`src/rtl/fetch_pkg.sv`:
```
// Shared types and constants for the instruction-fetch front end.
package fetch_pkg;

  localparam int          XLEN       = 32;
  localparam int          ILEN_BYTES = 4;
  localparam logic [31:0] INSTR_NOP  = 32'h0000_0013;

  typedef struct packed {
    logic [XLEN-1:0] pc;
    logic [31:0]     instr;
    logic            misalign;
  } fetch_entry_t;

endpackage

```
`src/rtl/fetch_queue.sv`:
```
// Synchronous FIFO of fetch entries with flush; when empty the head shows the
// last dequeued entry so decode-facing outputs do not toggle needlessly.
module fetch_queue
  import fetch_pkg::*;
#(
  parameter int DEPTH = 2
) (
  input  logic                   clk,
  input  logic                   reset_n,
  input  logic                   push,
  input  logic                   pop,
  input  logic                   flush,
  input  fetch_entry_t           din,
  output fetch_entry_t           head,
  output logic                   valid,
  output logic [$clog2(DEPTH):0] count
);

  localparam int PW = $clog2(DEPTH);
  localparam int CW = PW + 1;

  fetch_entry_t   mem [DEPTH];
  fetch_entry_t   last_q;
  logic [PW-1:0]  wr_ptr, rd_ptr;

  assign valid = (count != '0);
  assign head  = valid ? mem[rd_ptr] : last_q;

  always_ff @(posedge clk or negedge reset_n) begin
    if (!reset_n) begin
      wr_ptr <= '0;
      rd_ptr <= '0;
      count  <= '0;
      last_q <= '0;
    end else if (flush) begin
      wr_ptr <= '0;
      rd_ptr <= '0;
      count  <= '0;
    end else begin
      if (push) wr_ptr <= wr_ptr + PW'(1);
      if (pop) begin
        rd_ptr <= rd_ptr + PW'(1);
        last_q <= mem[rd_ptr];
      end
      case ({push, pop})
        2'b10:   count <= count + CW'(1);
        2'b01:   count <= count - CW'(1);
        default: count <= count;
      endcase
    end
  end

  // Storage needs no reset: it is only observed through valid/count.
  always_ff @(posedge clk) begin
    if (push && !flush) mem[wr_ptr] <= din;
  end

endmodule

```
`src/rtl/instr_fetch.sv`:
```
// PC generation and redirect handling in front of fetch_queue.
// Optional FETCH_MISALIGN_CHK_EN turns misaligned redirect targets into a fault entry plus halt.
module instr_fetch
  import fetch_pkg::*;
#(
  parameter logic [31:0] RESET_PC    = 32'h0000_0000,
  parameter int          QUEUE_DEPTH = 2
) (
  input  logic                         clk,
  input  logic                         reset_n,
  output logic [31:0]                  imem_pc,
  input  logic [31:0]                  imem_instr,
  input  logic                         redirect,
  input  logic [31:0]                  redirect_pc,
  output logic                         out_valid,
  input  logic                         out_ready,
  output logic [31:0]                  out_pc,
  output logic [31:0]                  out_instr,
  output logic                         out_misalign,
  output logic [$clog2(QUEUE_DEPTH):0] q_count
);

  localparam int CW = $clog2(QUEUE_DEPTH) + 1;

  logic [31:0]  pc_q;
  logic         halt_q, mis_pend_q;
  logic         push, pop, full;
  fetch_entry_t din, head;

  assign imem_pc = pc_q;
  assign pop     = out_valid & out_ready;
  assign full    = (q_count == CW'(QUEUE_DEPTH));
  assign push    = ~redirect & ~halt_q & (~full | pop);

  // A pending misalign fault replaces the fetched word with a NOP marker entry.
  always_comb begin
    din          = '0;
    din.pc       = pc_q;
    din.instr    = mis_pend_q ? INSTR_NOP : imem_instr;
    din.misalign = mis_pend_q;
  end

`ifdef FETCH_MISALIGN_CHK_EN
  always_ff @(posedge clk or negedge reset_n) begin
    if (!reset_n) begin
      pc_q       <= RESET_PC;
      halt_q     <= 1'b0;
      mis_pend_q <= 1'b0;
    end else if (redirect) begin
      pc_q       <= redirect_pc;
      halt_q     <= 1'b0;
      mis_pend_q <= (redirect_pc[1:0] != 2'b00);
    end else if (push && mis_pend_q) begin
      halt_q     <= 1'b1;
      mis_pend_q <= 1'b0;
    end else if (push) begin
      pc_q <= pc_q + 32'(ILEN_BYTES);
    end
  end
`else
  assign halt_q     = 1'b0;
  assign mis_pend_q = 1'b0;

  always_ff @(posedge clk or negedge reset_n) begin
    if (!reset_n)      pc_q <= RESET_PC;
    else if (redirect) pc_q <= redirect_pc & ~32'h3;
    else if (push)     pc_q <= pc_q + 32'(ILEN_BYTES);
  end
`endif

  fetch_queue #(.DEPTH(QUEUE_DEPTH)) u_queue (
    .clk     (clk),
    .reset_n (reset_n),
    .push    (push),
    .pop     (pop),
    .flush   (redirect),
    .din     (din),
    .head    (head),
    .valid   (out_valid),
    .count   (q_count)
  );

  assign out_pc       = head.pc;
  assign out_instr    = head.instr;
  assign out_misalign = out_valid & head.misalign;

endmodule

```
`config.mk`:
```
export PLATFORM = sky130hd
export DESIGN_NAME = instr_fetch
export DESIGN_NICKNAME = d
export VERILOG_FILES = /design/src/rtl/fetch_pkg.sv /design/src/rtl/fetch_queue.sv /design/src/rtl/instr_fetch.sv
export SDC_FILE = /design/constraint.sdc
export NUM_CORES = 1
export LEC_CHECK = 0
export ABC_AREA = 1
export BUFFER_PORTS_ARGS = -buffer_cell sky130_fd_sc_hd__buf_2
export CAP_MARGIN = 20
export CORE_UTILIZATION = 38
export CTS_CLUSTER_DIAMETER = 150
export CTS_CLUSTER_SIZE = 16
export DETAILED_ROUTE_END_ITERATION = 7
export SYNTH_ARGS = -nofsm -noshare
export SYNTH_HDL_FRONTEND = slang
export SYNTH_SLANG_ARGS = --single-unit
```
`constraint.sdc`:
```
create_clock -name clk -period 4.5 [get_ports clk]
set_input_delay 0.225 -clock clk [delete_from_list [all_inputs] [get_ports clk]]
set_output_delay 0.225 -clock clk [all_outputs]
set_load 0.01 [all_outputs]
```
; Word level (Yosys, flattened, before mapping)
; Memories as Yosys holds them, arrays and structs flattened.
; Cells that the tools add are included.
[totals]
in_bits = 68
mem_count = 1
register_bits = 101
ramBits = 128
[mem_list]
columns = memory, depth, word_bits, read_ports, rd_clocked_by_memory_dff, write_ports, line
row1 = u_queue.mem, 2, 64, 1, 0, 1, fetch_queue.sv:22  ; fetch_entry_t mem [DEPTH];
[op_classes]
n_addsub = 5
reduce_logical = 7
n_eq_ne = 3
mux = 11
bitwise = 6
[ops]
columns = cell, count
row1 = two-way mux 65 bit, 1
row2 = two-way mux 32 bit, 2
row3 = adder 32 x 3 -> 32 bit (second input constant), 1
row4 = two-way mux 1 bit, 6
row5 = nonzero test 2 bit, 3
row6 = == test 2 bit (second input constant), 2
row7 = one-hot mux 2 bit (2 select lines), 1
row8 = bitwise AND 1 bit, 3
row9 = nonzero test 3 bit, 1
row10 = adder 1 bit (second input constant), 2
row11 = adder 2 x 1 -> 2 bit (second input constant), 1
row12 = == test 2 x 1 -> 1 bit (second input constant), 1
row13 = two-way mux 2 bit, 1
row14 = inverter 1 bit, 2
row15 = AND reduction 2 bit, 1
row16 = subtractor 2 x 1 -> 2 bit (second input constant), 1
row17 = logical AND 1 bit, 1
row18 = zero test 1 bit, 1
row19 = bitwise OR 1 bit, 1

; Longest topological paths before layout
; Gate-level depths: netlist of run 1.
[logic_depth]
depth_word = 7
mapped_depth = 10
depth_no_buf = 10

; Hierarchy
; From an unflattened synthesis of run 1, not the netlist that was laid out.
[unflattened]
hier_cells = 1130
area_unflattened_um2 = 10366.2
[modules_own_cells]
columns = mod, area_each_um2, cells_each, n_inst
row1 = fetch_queue, 8205.4, 790, 1
row2 = instr_fetch, 2160.8, 340, 1

; Least setup slack after synthesis of run 1
; Ideal clock, no wire load.
[synth_path]
kind = reg2reg
start = register u_queue.count[1]
end = memory u_queue.mem[0][0] (netlist bit) (enable)
setup_ns = 0.483
n_path_buf = 0
path_slack_ns = 0.529
t_required_ns = 4.017
stages_incl_launch_ff = 6
t_arrival_ns = 3.488
cell_sequence = dfrtp_1 nand2_1 nor2_4 inv_4 nand2_1 nor2_1
[synth_via]
elab_chain_len = 7
word_cells_on_any_way = 9
[synth_rtl]
columns = element, line
row1 = from (decl), fetch_queue.sv:16  ; output logic [$clog2(DEPTH):0] count
row2 = from (signal assigned), fetch_queue.sv:46  ; 2'b10: count <= count + CW'(1);
row3 = from (signal assigned), fetch_queue.sv:47  ; 2'b01: count <= count - CW'(1);
row4 = from (signal assigned), fetch_queue.sv:48  ; default: count <= count;
row5 = nonzero test 2 bit / == test 2 bit (equally long branches), "fetch_queue.sv:26, instr_fetch.sv:32"
row6 = bitwise AND 1 bit / inverter 1 bit (equally long branches), "instr_fetch.sv:31, instr_fetch.sv:33"
row7 = bitwise OR 1 bit (*), instr_fetch.sv:33  ; assign push = ~redirect & ~halt_q & (~full | pop);
row8 = bitwise AND 1 bit (*), instr_fetch.sv:33
row9 = logical AND 1 bit (*), fetch_queue.sv:55  ; if (push && !flush) mem[wr_ptr] <= din;
row10 = two-way mux 1 bit (*), fetch_queue.sv:55
row11 = two-way mux 1 bit (implied by the code) (*), fetch_queue.sv:55
row12 = to (decl), fetch_queue.sv:22
; Every way passes the cells marked *; elsewhere a longest branch is shown, timed or not.

; Worst setup path after layout of run 1
[layout_path]
start = register u_queue.count[1]
end = output out_instr[15]
[layout_via]
elab_chain_len = 2
[layout_rtl]
columns = element, line
row1 = nonzero test 2 bit, fetch_queue.sv:26  ; assign valid = (count != '0);
row2 = two-way mux 65 bit, fetch_queue.sv:27  ; assign head = valid ? mem[rd_ptr] : last_q;
row3 = to (decl), instr_fetch.sv:18  ; output logic [31:0] out_instr,
; Every way passes these cells.

==> results summary, run 1 <==
The flow ran to the end, and the final reports show no timing, DRC or antenna violations. The top achievable clock speed came out at 0.3508 GHz. The H-tree depth came out at 1. The die area came out at roughly 27000 um2.

The setup check on the worst reg-to-reg path leaves a slack of about 1.9 ns. The largest net degree at the start of global routing came out at ~130. The number of top-level design ports is between 150 and 200. The capturing element type of the critical path is an output pin.

The combined global-route utilization of all metal layers came out at 17.96%. The largest single stage delay on the critical path is between 0.5 and 0.6 ns. 0 antenna diodes ended up in the layout. The post-CTS setup-driven buffer insertion count came out at 0. The final critical path time including I/O delays and setup came out at approximately 2.9 ns. After detailed routing, the average wire length per cell comes to about 14 um. The total length of routed wires came out at around 24000 um. In this run, distinct cell masters in the synthesized netlist total 34. The via count is around 7800. Broken down by cell family, the worst path's largest delay share belongs to buffers and inverters. The critical path goes through nor2_1 -> clkinv_2 -> buf_4 -> o21ai_0 -> buf_2. TritonCTS built the clock tree. Setup repair after global routing left no endpoint under its margin.

Setup violations remaining at the end of the flow were counted as 0. The post-route fraction of the period consumed by the critical path came out at a little under two thirds. The cell area after synthesis is 10080 um2. The arrival time reported for the critical path endpoint came out at roughly 2.6 ns. The worst hold path belongs to the class input port to flip-flop. Summed over all nets, the half-perimeter wirelength after detailed placement is between 15000 and 20000 um. For this design, the slowest cell found on the critical path is sky130_fd_sc_hd__clkinv_2. The count of TritonRoute iterations in the first routing pass is 6.

The number of enable-type register cells in the synthesized netlist is roughly 120. The cell at the root of the clock tree is sky130_fd_sc_hd__clkbuf_16. The share of flip-flops with an asynchronous set or reset came out at 43.64%.

The flip-flop and latch count after synthesis is between 200 and 250. Clock tree synthesis inserted a total of 17 buffers. For this design the static power due to leakage is 5.394 nW.

The final layout contains between 1000 and 1500 nets. The aggregate negative setup slack came out at 0 ns. The initial utilization of the core area, before any placement, comes to 38.68%. The residual overflow from global routing came out at 0. The critical path launch point is u_queue.count[1]. Together, buffers and inverters on the worst path number 3.

The number of global-route vias before repair is 7251. The initial antenna violation count came out at 0. The total power of the final layout is approximately 5.0 mW.

The horizontal die dimension came out at ~160 um. The standard cell core area is about 26000 um2. The first routing iteration left roughly 450 violations.

Across the run, the number of max-cap violations was 0. Along the worst path, the maximum fanout reaches around 50. The cell count of the worst reg-to-reg path is 6. The first global-routing pass estimated 38060 um of wire. The final hold violation count came out at 0.

The post-synthesis area per instance came out at 9.016 um2. In this run the number of cells on the critical path is 5. The total of fill cells in the finished design is between 2000 and 3000. Cells with a size suffix above 1 make up 17.15% of the layout. The number of port buffers is 160.

The row count came out at 59. The clock network latency to the later pin of the worst-skew pair came out at 0.48 ns. Clock-pin slew was measured on the worst setup and hold paths at about 0.070 ns.

The area growth from synthesis to layout is 20.25%. The data required time of the critical path came out at 4.28 ns. The transition time of the tightest slew-check pin is a little under 1 ns. The antenna violation net count after detailed routing is 0.

The most used flip-flop cell after synthesis is sky130_fd_sc_hd__edfxtp_1. In this run the critical register-to-register path is launched from u_queue.count[1]. The destination of the critical timing path is out_instr[15]. In the routed layout, each cell is associated on average with a via count of 4.710.

The final-report max-slew violation count came out at 0. The final clock skew is approximately 0.012 ns. The power density normalized to cell area came out at ~420 nW/um2.

The share of the Yosys chip area taken by registers is 60.77%. The count of yosys warnings during synthesis is 0. Counting every sink on the clock net gives between 200 and 250.

Counting every instance in the synthesized netlist gives between 1000 and 1500. The worst setup path is launched from a flip-flop. The setup path with the least slack is of type flip-flop to output pin. The endpoint identified for the worst register-to-register timing path is u_queue.mem[1][12]. The DRC violations left is 0. The maximum resistive drop on vdd is around 0.29 mV. The routability congestion estimate came out at ~0.9.

The vertical extent of the die is roughly 160 um. The clock passes through at most 3 buffers. The worst relative slew slack came out at between 30% and 40%.
## cells in the final DEF, fill, tap and decap left out, types with 2 or more instances in the layout
cell type,Yosys,final
sky130_fd_sc_hd__nor2_8,2,2
sky130_fd_sc_hd__conb_1,1,5
sky130_fd_sc_hd__clkbuf_16,0,17
sky130_fd_sc_hd__o21bai_1,2,2
sky130_fd_sc_hd__inv_1,93,93
sky130_fd_sc_hd__o21ai_0,105,105
sky130_fd_sc_hd__dfrtp_1,96,95
sky130_fd_sc_hd__inv_4,2,2
sky130_fd_sc_hd__clkbuf_1,19,11
sky130_fd_sc_hd__inv_2,7,6
sky130_fd_sc_hd__xor2_1,5,5
sky130_fd_sc_hd__dlygate4sd3_1,0,49
sky130_fd_sc_hd__nor2_1,68,66
sky130_fd_sc_hd__nor2_2,8,8
sky130_fd_sc_hd__nand3_1,44,44
sky130_fd_sc_hd__nor2_4,8,10
sky130_fd_sc_hd__nand2_2,5,5
sky130_fd_sc_hd__o211ai_1,6,6
sky130_fd_sc_hd__buf_2,16,159
sky130_fd_sc_hd__a21oi_1,6,6
sky130_fd_sc_hd__edfxtp_1,124,124
sky130_fd_sc_hd__nand2_4,2,2
sky130_fd_sc_hd__buf_12,0,2
sky130_fd_sc_hd__nand4_1,4,4
sky130_fd_sc_hd__nand2_1,439,439
sky130_fd_sc_hd__buf_4,7,9
sky130_fd_sc_hd__o21ai_1,31,31
## power by group
| part | total (mW) | switching (mW) | leakage [nW] | internal (mW) |
|---|---|---|---|---|
| Clock | 1.44 | 0.672 | 0.237 | 0.767 |
| Sequential | 2.56 | 0.137 | 2.33 | 2.42 |
| Combinational | 1.04 | 0.662 | 2.82 | 0.374 |
| Total | 5.03 | 1.47 | 5.39 | 3.56 |
## cells in the mapped netlist, types with 5 or more instances
cell                       number  area (um2)
sky130_fd_sc_hd__o21ai_0      105       525.5
sky130_fd_sc_hd__nor2_2         8       50.05
sky130_fd_sc_hd__dfrtp_1       96        2402
sky130_fd_sc_hd__nand2_1      439        1648
sky130_fd_sc_hd__nor2_4         8       90.09
sky130_fd_sc_hd__nor2_1        68       255.2
sky130_fd_sc_hd__inv_2          7       26.28
sky130_fd_sc_hd__edfxtp_1     124        3724
sky130_fd_sc_hd__xor2_1         5       43.79
sky130_fd_sc_hd__a21oi_1        6       30.03
sky130_fd_sc_hd__nand3_1       44       220.2
sky130_fd_sc_hd__buf_2         16       80.08
sky130_fd_sc_hd__buf_6          8       90.09
sky130_fd_sc_hd__o21ai_1       31       155.2
sky130_fd_sc_hd__nand2_2        5       31.28
sky130_fd_sc_hd__clkbuf_1      19       71.32
sky130_fd_sc_hd__buf_4          7       52.55
sky130_fd_sc_hd__inv_1         93       349.1
sky130_fd_sc_hd__o211ai_1       6       45.04
## routing by layer
layer | share of wire [%] | GRT usage (%) | routed length [um] | vias up
li1 | - | - | - | 3954
met1 | 47 | 24.62 | 11190 | 3601
met2 | 46 | 30.14 | 10860 | 199
met3 | 5.6 | 2.461 | 1319 | 32
met4 | 1.5 | 3.962 | 352 | 0
met5 | 0 | 0 | 0 | -
## repair_timing
| item | in CTS | in global routing |
|---|---|---|
| endpoints found under the hold margin | 146 | 0 |
| hold buffers | 49 | 0 |
| gates resized for setup | 0 | 0 |
## layout make-up
type	count	area, um2	area share (%)
tap	335	419.2	3.458
multi-input combinational	748	3294	27.18
clock buffer	28	466.7	3.851
sequential	220	6127	50.55
clock inverter	1	30.03	0.2478
timing repair buffer	219	1394	11.50
inverter	102	389.1	3.210
## worst register-to-register path: cells and delay by family, from the launching register on
kind                   cells  cell delay [ns]
AND/OR/NAND/NOR            4             1.12
buffers and inverters      2             0.67
flip-flops                 1             0.42
## registers in the layout, summed over array words and instances (netlist names)
signal          count
u_queue.rd_ptr      1
imem_pc            30
u_queue.last_q     62
u_queue.mem       124
u_queue.count       2
u_queue.wr_ptr      1
## cell families after synthesis
kind of cell | share of synthesized area [%]
and+or+nand+nor | 23.86
DFF | 60.77
buffers and inverters | 6.840
AOI/OAI and AO/OA | 7.845
xor gates and xnor gates | 0.5213
adders and majority gates | 0.1241
other | 0.03720
## worst min path at each step
stage / endpoint / slack (ns) / depth (start not counted) / startpoint
floorplan: imem_pc[10] / -0.07 / 0 / reset_n
global placement: u_queue.mem[0][8] / 0.41 / 1 / imem_instr[8]
detailed placement: u_queue.mem[1][15] / 0.42 / 1 / imem_instr[15]
CTS: imem_pc[2] / 0.007 / 3 / redirect_pc[2]
global route: imem_pc[6] / 0.01 / 3 / redirect_pc[6]
finish: imem_pc[6] / 0.02 / 3 / redirect_pc[6]
## per-stage QoR
| step | hold WS (ns) | instances | setup slack (ns) | cell area [um2] | utilization, % |
|---|---|---|---|---|---|
| floorplan | -0.07059 | 1122 | 0.5291 | 10090 | - |
| global placement | 0.4132 | 1575 | 1.873 | 11130 | 42.72 |
| detailed placement | 0.4166 | 1575 | 1.870 | 11130 | 42.72 |
| CTS | 0.007128 | 1653 | 1.606 | 12120 | 46.51 |
| global route | 0.01262 | 1653 | 1.393 | 12120 | 46.51 |
| finish | 0.01510 | 1653 | 1.650 | 12120 | 46.51 |
Note: power is estimated with default switching activity, not from simulation.
==> inputs of run 2 (changes only) <==
--- a/config.mk
+++ b/config.mk
@@ -5,7 +5,7 @@
 export SDC_FILE = /design/constraint.sdc
 export NUM_CORES = 1
 export LEC_CHECK = 0
-export ABC_AREA = 1
+export ABC_AREA = 0
 export BUFFER_PORTS_ARGS = -buffer_cell sky130_fd_sc_hd__buf_2
 export CAP_MARGIN = 20
 export CORE_UTILIZATION = 38
==> constraint.sdc (replaced) <==
create_clock -name clk -period 2.8 [get_ports clk]
set_input_delay 0.14 -clock clk [delete_from_list [all_inputs] [get_ports clk]]
set_output_delay 0.14 -clock clk [all_outputs]
set_load 0.01 [all_outputs]
==> results summary, run 2 <==
The final clock skew came to 0.01111 ns (-0.001267 ns). The transition time of the tightest slew-check pin came to 0.7358 ns (-0.2485 ns). The maximum resistive drop on vdd was 0.3312 mV (+15%). TritonCTS built the clock tree. The count of TritonRoute iterations in the first routing pass is 4 (-2). The share of flip-flops with an asynchronous set or reset is 43.64% (unchanged). Sorting the synthesized cells by how often they occur yields 124 x sky130_fd_sc_hd__edfxtp_1, 96 x sky130_fd_sc_hd__dfrtp_1, 92 x sky130_fd_sc_hd__nand2_1, 76 x sky130_fd_sc_hd__nor2_1, 73 x sky130_fd_sc_hd__o21ai_0. The post-route core utilization came out at 48.91% (+2.4 points). In this run the clock root is driven by a sky130_fd_sc_hd__clkbuf_16. By instance count, the leading cell after synthesis is sky130_fd_sc_hd__edfxtp_1. The worst hold path belongs to the class input port to flip-flop.

The number of enable-type register cells in the synthesized netlist was 124 (unchanged). The number of standard cells in the layout, taps in and fillers out came to 1306 (-21%). The share of Yosys cell area claimed by the top area cell type is 40.67% (+3.7 points). The total length of routed wires came out at 21250 um (-10%). The clock sink count is 220 (unchanged). The total leakage power came out at 4.567 nW (-15%).

The routed wire length per instance is 16.27 um (+13%). The post-CTS clock slew at the launch and capture registers of the worst setup and hold paths is 0.08 ns (about the same). The arrival time reported for the critical path endpoint came out at 2.19 ns (-0.44 ns).

The standard cell core area was 23540 um2 (-9.7%). The worst setup path is captured at an output pin. The antenna diode instance count is 0 (unchanged).

The post-CTS setup-driven buffer insertion count is 0 (unchanged). The initial core utilization came to 38.89% (+0.21 points). The antenna violation net count after detailed routing came out at 0 (unchanged). The register name with the most flops is u_queue.mem. The horizontal die dimension came out at 157.2 um (-4.6%).

The number of global-route vias before repair is 6221 (-14%). The worst setup path is of the flip-flop to output pin kind. The internal power component is 5.911 mW (+66%). The area added between synthesis and finish came out at 25.74%. The via count came to 6521 (-16%). The sequential fraction of the synthesis area came to 66.90% (+6.1 points). The clock share of power is 27.7% (-0.9 points). The data required time of the critical path came out at 2.66 ns (-1.62 ns).

The number of port buffers is 160 (unchanged). The combined global-route utilization of all metal layers came out at 17.28% (-0.68 points). The worst setup path is launched from a flip-flop. The power spent charging and discharging nets is 2.424 mW (+65%). The most common cell after layout, fill and taps aside is sky130_fd_sc_hd__buf_2. The routed via count divided by cell count came to 4.993 (+6.0%). The share of total power in sequential cells came out at 51.0% (+0.2 points). The post-route fraction of the period consumed by the critical path is between 80 and 90%.

The net switching fraction of the power is 29.08% (-0.14 points). The number of resized instances in the post-cts repair step came out at 0 (unchanged). The aggregate negative setup slack is 0 ns (unchanged).

The vertical extent of the die came to 157.2 um (-4.6%). The H-tree depth is 1 (unchanged). The smallest clock period supported by the final layout is computed as ~2.3 ns.

The die area came to 24720 um2 (-9.1%). The final-report setup violation count came to 0 (unchanged). The initial antenna violation count came out at 0 (unchanged).

The DRC violations left is 0 (unchanged). The total of fill cells in the finished design is 2194 (-13%). In the post-synthesis netlist, the biggest area contributors are sky130_fd_sc_hd__edfxtp_1 41%, sky130_fd_sc_hd__dfrtp_1 26%, sky130_fd_sc_hd__mux2i_1 6.9%, sky130_fd_sc_hd__o21ai_0 4.0%, sky130_fd_sc_hd__nand2_1 3.8%. The number of top-level design ports came to 168 (unchanged). The top cell types in the final layout, fill and taps aside, are 159 x sky130_fd_sc_hd__buf_2, 124 x sky130_fd_sc_hd__edfxtp_1, 95 x sky130_fd_sc_hd__dfrtp_1. The post-synthesis area per instance is 11.97 um2 (+33%). The final hold slack is 0.1027 ns (+0.08757 ns). The number of DRC violations after detailed-routing iteration 0 came out at 302 (-32%). The count of unique library cells instantiated by Yosys is 44 (+29%). The worst relative slew slack came out at 50.94% (+17 points). The flip-flop count of the largest register, all copies and words added came to 124 (unchanged). The biggest area contributor in the post-synthesis netlist is sky130_fd_sc_hd__edfxtp_1.

The deepest clock path buffer count came out at 3 (unchanged). The clock network latency to the later pin of the worst-skew pair is 0.48 ns (about the same). The worst-path maximum fanout came out at 96 (+96%).

The largest net degree at the start of global routing came out at 97 (-22%). The power density normalized to cell area is 723.9 nW/um2 (+74%). The detailed placer's ending HPWL is 13340 um (-12%). The most used flip-flop cell after synthesis is sky130_fd_sc_hd__edfxtp_1. The max capacitance violation total came to 0 (unchanged). The wire length of the first global-routing pass came out at 33070 um (-13%).

Setup repair after global routing left no endpoint under its margin. The final-stage net count came out at 1046 (-24%). The flow ran to the end, and the final reports show no timing, DRC or antenna violations.

The number of clock buffers inserted by TritonCTS came out at 17 (unchanged). The residual overflow from global routing came out at 0 (unchanged). The cell count after synthesis came out at 765 (-32%). The final hold violation count came out at 0 (unchanged). The flip-flop and latch count after synthesis came out at 220 (unchanged). The total power of the final layout was 8.335 mW (+66%). The top achievable clock speed came out at approximately 0.43 GHz.

The final-report max-slew violation count is 0 (unchanged). The instance count after placement with tap cells included came to 1213 (-23%). The routability congestion estimate is 0.8210 (-6.5%). The cell area after synthesis came out at 9156 um2 (-9.2%). The layout cell share with drive strength beyond 1 is 20.67% (+3.5 points). The row count came out at 56 (-5.1%).

The share of total power in combinational logic is 21.3% (+0.7 points). The count of yosys warnings during synthesis came out at 0 (unchanged).
-- run 2: changes by cell type after synthesis, moves of 31 or more --
cell                      change
sky130_fd_sc_hd__a21oi_1     +59
sky130_fd_sc_hd__inv_1       -90
sky130_fd_sc_hd__mux2i_1     +63
sky130_fd_sc_hd__nand2_1    -347
sky130_fd_sc_hd__o21ai_0     -32
sky130_fd_sc_hd__o21ai_1     -31
-- run 2: final cells by class --
cell class	count	area, um2	area share (%)
clock inverters	1	30.03	0.2608
multi-input cells	494	2846	24.72
flip-flops and latches	220	6130	53.24
clock buffers	28	466.7	4.053
repair buffers	240	1627	14.13
inverters	4	15.01	0.1304
well taps	319	399.1	3.467
-- run 2: final timing paths --
check,startpoint,to,slack [ns],cells after the start
max,u_queue.count[0],out_instr[10],0.47,5
min,redirect,imem_pc[15],0.10,3
max reg2reg,imem_pc[4],imem_pc[21],0.54,4
min reg2reg,u_queue.last_q[5],u_queue.last_q[5],0.48,2
max in group asynchronous,reset_n,u_queue.last_q[18],1.77,3
min in group asynchronous,reset_n,u_queue.last_q[23],0.27,2
-- run 2: critical path, stage by stage (launching register included) --
cell and delay (ns):
sky130_fd_sc_hd__dfrtp_1 0.41, sky130_fd_sc_hd__or2_4 0.42, sky130_fd_sc_hd__buf_12 0.40, sky130_fd_sc_hd__nor2_1 0.07, sky130_fd_sc_hd__a21oi_1 0.16, sky130_fd_sc_hd__buf_2 0.17
-- run 2: what timing repair did --
action	4_1_cts	5_1_grt
hold buffers	64	0
endpoints found under the hold margin	145	0
setup endpoints to repair	0	0
-- run 2: per-layer routing --
layer / GRT usage [%] / routed length [um] / vias to the layer above
met5: 0 / 0 / -
met4: 3.652 / 287 / 0
met3: 2.753 / 1200 / 25
met2: 29.98 / 10240 / 181
met1: 22.76 / 9525 / 3113
li1: - / - / 3202
-- run 2: power groups by stage --
stage               sequential, mW  clock (mW)  combinational, mW
floorplan                     4.24           0               1.06
global placement              4.29           0               1.70
detailed placement            4.32           0               1.74
CTS                           4.25        2.39               1.81
global route                  4.31        2.51               2.01
finish                        4.25        2.31               1.77
-- run 2: per-stage QoR --
| stage | area [um2] | worst slack (ns) |
|---|---|---|
| after floorplan | 9183 | 0.02176 |
| after CTS | 11510 | 0.4236 |
| after detailed placement | 10380 | 0.5491 |
| after global routing | 11510 | 0.3054 |
| after global placement | 10380 | 0.5918 |
| final | 11510 | 0.4670 |
-- run 2: kinds of logic after synthesis --
logic type	synth area share (%)
and+or+nand+nor	12.45
DFF	66.90
AOI/OAI and AO/OA	10.02
muxes	6.887
buffers and inverters	2.514
xor gates and xnor gates	1.052
adders and majority gates	0.1366
other	0.04096
==> inputs of run 3 (changes only) <==
==> constraint.sdc (replaced) <==
create_clock -name clk -period 2.41 [get_ports clk]
set_input_delay 0.1205 -clock clk [delete_from_list [all_inputs] [get_ports clk]]
set_output_delay 0.1205 -clock clk [all_outputs]
set_load 0.01 [all_outputs]
==> results summary, run 3 (synthesized netlist as in run 2, its figures left out) <==
The final hold slack came to 0.1227 ns (+0.02001 ns). The final-report max-slew violation count came out at 0 (unchanged). The endpoint of the lowest-slack register-to-register path is imem_pc[19]. The DRC violations left came out at 0 (unchanged). The clock network latency to the later pin of the worst-skew pair was 0.48 ns (about the same).

The cell count of the worst reg-to-reg path is 5 (+1). The largest net degree at the start of global routing was 63 (-35%). The die area is 24720 um2 (unchanged).

The clock sink count is 220 (unchanged). In this run the worst hold path is classified as input port to flip-flop. The number of DRC violations after detailed-routing iteration 0 was 356 (+18%). The wire length of the first global-routing pass came out at 33750 um (+2.0%). The clock tree from TritonCTS is done.

The arrival time reported for the critical path endpoint is 2.10 ns (-0.09 ns). The max capacitance violation total came out at 0 (unchanged). The post-route fraction of the period consumed by the critical path is between 90 and 100%. The antenna violation net count after detailed routing is 0 (unchanged). On the critical path, the stage with the largest delay is an instance of sky130_fd_sc_hd__dfrtp_1. The routed via count divided by cell count is 4.998 (about the same). Leaving out fill and tap cells, the most frequent cell in the layout is sky130_fd_sc_hd__buf_2. The delay of the slowest cell on the worst path came to 0.51 ns (+0.09 ns). The cell area after layout was 11640 um2 (+1.1%). The final-report setup violation count was 0 (unchanged). The final critical path time including I/O delays and setup is ~2.2 ns. The final-stage net count is 1062 (+1.5%). The total leakage power came out at 4.650 nW (+1.8%). The net switching fraction of the power was 29.15% (+0.070 points). The via count is 6607 (+1.3%).

The number of top-level design ports is 168 (unchanged). The worst setup path is captured at an output pin. The initial core utilization is 38.89% (unchanged). The post-CTS clock slew at the launch and capture registers of the worst setup and hold paths came out at 0.07 ns (about the same). Ranked by flip-flop count, first place goes to u_queue.mem. The reg-to-reg critical path startpoint is imem_pc[7].

The flop-to-flop setup slack came out at 0.22 ns (-0.32 ns). STA classifies the critical path startpoint as a flip-flop. The number of clock buffers inserted by TritonCTS is 17 (unchanged).

The vertical extent of the die was 157.2 um (unchanged). The initial antenna violation count was 0 (unchanged). The worst-path maximum fanout is 47 (-51%). The flip-flop count of the largest register, all copies and words added came to 124 (unchanged). The post-CTS setup-driven buffer insertion count came out at 0 (unchanged). The data required time of the critical path was 2.29 ns (-0.37 ns). The combined global-route utilization of all metal layers came out at 17.56% (+0.28 points).

The instance count after placement with tap cells included is 1228 (+1.2%). Setup repair after global routing left no endpoint under its margin. The number of port buffers came to 160 (unchanged).

The residual overflow from global routing came out at 0 (unchanged). The final hold violation count came out at 0 (unchanged). The count of TritonRoute iterations in the first routing pass is 7 (+3).

The detailed placer's ending HPWL is 13570 um (+1.8%). The internal power component is 6.858 mW (+16%). The worst relative slew slack came out at 36.40% (-15 points). The layout cell share with drive strength beyond 1 is 22.03% (+1.4 points). The power spent charging and discharging nets is 2.822 mW (+16%). The share of total power in combinational logic came to 22.1% (+0.8 points). The total placed instance area is 10500 um2 (+1.2%). The tree is rooted in a sky130_fd_sc_hd__clkbuf_16. The total of fill cells in the finished design is 2169 (-1.1%). The deepest clock path buffer count is 3 (unchanged). The clock share of power came out at 27.2% (-0.5 points). The worst hold path stage count came to 4 (+1).

The row count is 56 (unchanged). The maximum resistive drop on vdd came out at 0.3563 mV (+7.6%). By startpoint and endpoint, the worst setup path is classified as flip-flop to output pin. The number of standard cells in the layout, taps in and fillers out is 1322 (+1.2%). The path with the worst hold slack has its endpoint at imem_pc[14]. The library cells used most frequently in the layout, excluding fill and tap cells, are 159 x sky130_fd_sc_hd__buf_2, 124 x sky130_fd_sc_hd__edfxtp_1, 95 x sky130_fd_sc_hd__dfrtp_1. The worst hold path begins at redirect. The total length of routed wires was 21570 um (+1.5%). The number of global-route vias before repair came out at 6467 (+4.0%). The critical path goes through or2_4 -> buf_6 -> nor2_1 -> a21oi_1 -> buf_2. The routability congestion estimate is 0.7815 (-4.8%). The power density normalized to cell area is 831.5 nW/um2 (+15%). The standard cell core area came to 23540 um2 (unchanged). The routed wire length per instance came out at 16.31 um (+0.25%).

The run finished with clean final reports. The total power of the final layout is 9.680 mW (+16%). The top achievable clock speed came out at between 0.4 and 0.5 GHz. The final clock skew is 0.01874 ns (+0.007626 ns). The antenna diode instance count is 0 (unchanged). The share of total power in sequential cells came out at 50.7% (-0.3 points).

In this design, the largest share of critical-path delay is due to buffers and inverters. The transition time of the tightest slew-check pin came out at 0.9540 ns (+0.2182 ns). The H-tree depth was 1 (unchanged).

The area added between synthesis and finish is 27.15%. The horizontal die dimension is 157.2 um (unchanged). The buffers plus inverters on the worst setup path came out at 2 (unchanged).
-- run 3: cell count changes in the layout (fill, tap and decap cells not counted) --
cell,delta
sky130_fd_sc_hd__buf_4,+14
sky130_fd_sc_hd__or2_2,+1
sky130_fd_sc_hd__nor3b_1,-1
sky130_fd_sc_hd__buf_6,+1
sky130_fd_sc_hd__bufinv_16,-1
sky130_fd_sc_hd__nor3b_4,+1
sky130_fd_sc_hd__clkbuf_16,+1
-- run 3: layout make-up --
| class | instances | area (um2) | share of cell area [%] |
|---|---|---|---|
| inverters | 4 | 15.01 | 0.1290 |
| clock buffers | 29 | 491.7 | 4.224 |
| well taps | 319 | 399.1 | 3.428 |
| repair buffers | 255 | 1743 | 14.97 |
| flip-flops and latches | 220 | 6130 | 52.65 |
| multi-input cells | 495 | 2864 | 24.60 |
-- run 3: metrics by stage --
| step | TNS (ns) | utilization, % | setup WS [ns] |
|---|---|---|---|
| after global placement | 0 | 44.60 | 0.2552 |
| after global routing | 0 | 49.45 | 0.03032 |
| after floorplan | -7.491 | - | -0.1208 |
| after detailed placement | 0 | 44.60 | 0.2482 |
| after CTS | 0 | 49.43 | 0.08291 |
| final | 0 | 49.45 | 0.1924 |
-- run 3: worst max-delay path by stage --
stage,start,end,slack (ns),depth (start not counted)
6_report,u_queue.count[0],out_instr[29],0.19,5
3_3_place_gp,imem_pc[7],imem_pc[19],0.26,5
2_1_floorplan,u_queue.count[1],u_queue.mem[0][0],-0.12,2
3_5_place_dp,imem_pc[7],imem_pc[19],0.25,5
4_1_cts,u_queue.count[0],out_pc[8],0.08,5
5_1_grt,u_queue.count[0],out_instr[30],0.03,5
-- run 3: power by group through the flow --
stage,clock network (mW),logic (mW),registers [mW]
global route,2.88,2.43,4.98
finish,2.63,2.14,4.91
detailed placement,0,2.08,4.99
global placement,0,2.05,4.96
floorplan,0,1.24,4.92
CTS,2.74,2.18,4.91
-- run 3: worst reg2reg max path: cells and delay by family, from the launching register on --
family | cells | cell delay (ns)
DFF | 1 | 0.43
and+or+nand+nor | 4 | 1.46
buffers and inverters | 1 | 0.24
-- run 3: repair_timing --
| item | in CTS | in global routing |
|---|---|---|
| endpoints found under the hold margin | 152 | 0 |
| gates cloned | 0 | 1 |
| pin swaps | 0 | 1 |
| hold buffers | 64 | 0 |
| resized for setup | 1 | 0 |
| endpoints found under the setup margin | 7 | 12 |
-- run 3: routing by layer --
metal | wire length (um) | GRT usage, % | vias up | part of all wire [%]
li1 | - | - | 3231 | -
met1 | 9618 | 23.18 | 3176 | 45
met2 | 10350 | 30.07 | 175 | 48
met3 | 1253 | 2.671 | 25 | 5.8
met4 | 346 | 4.669 | 0 | 1.6
met5 | 0 | 0 | - | 0
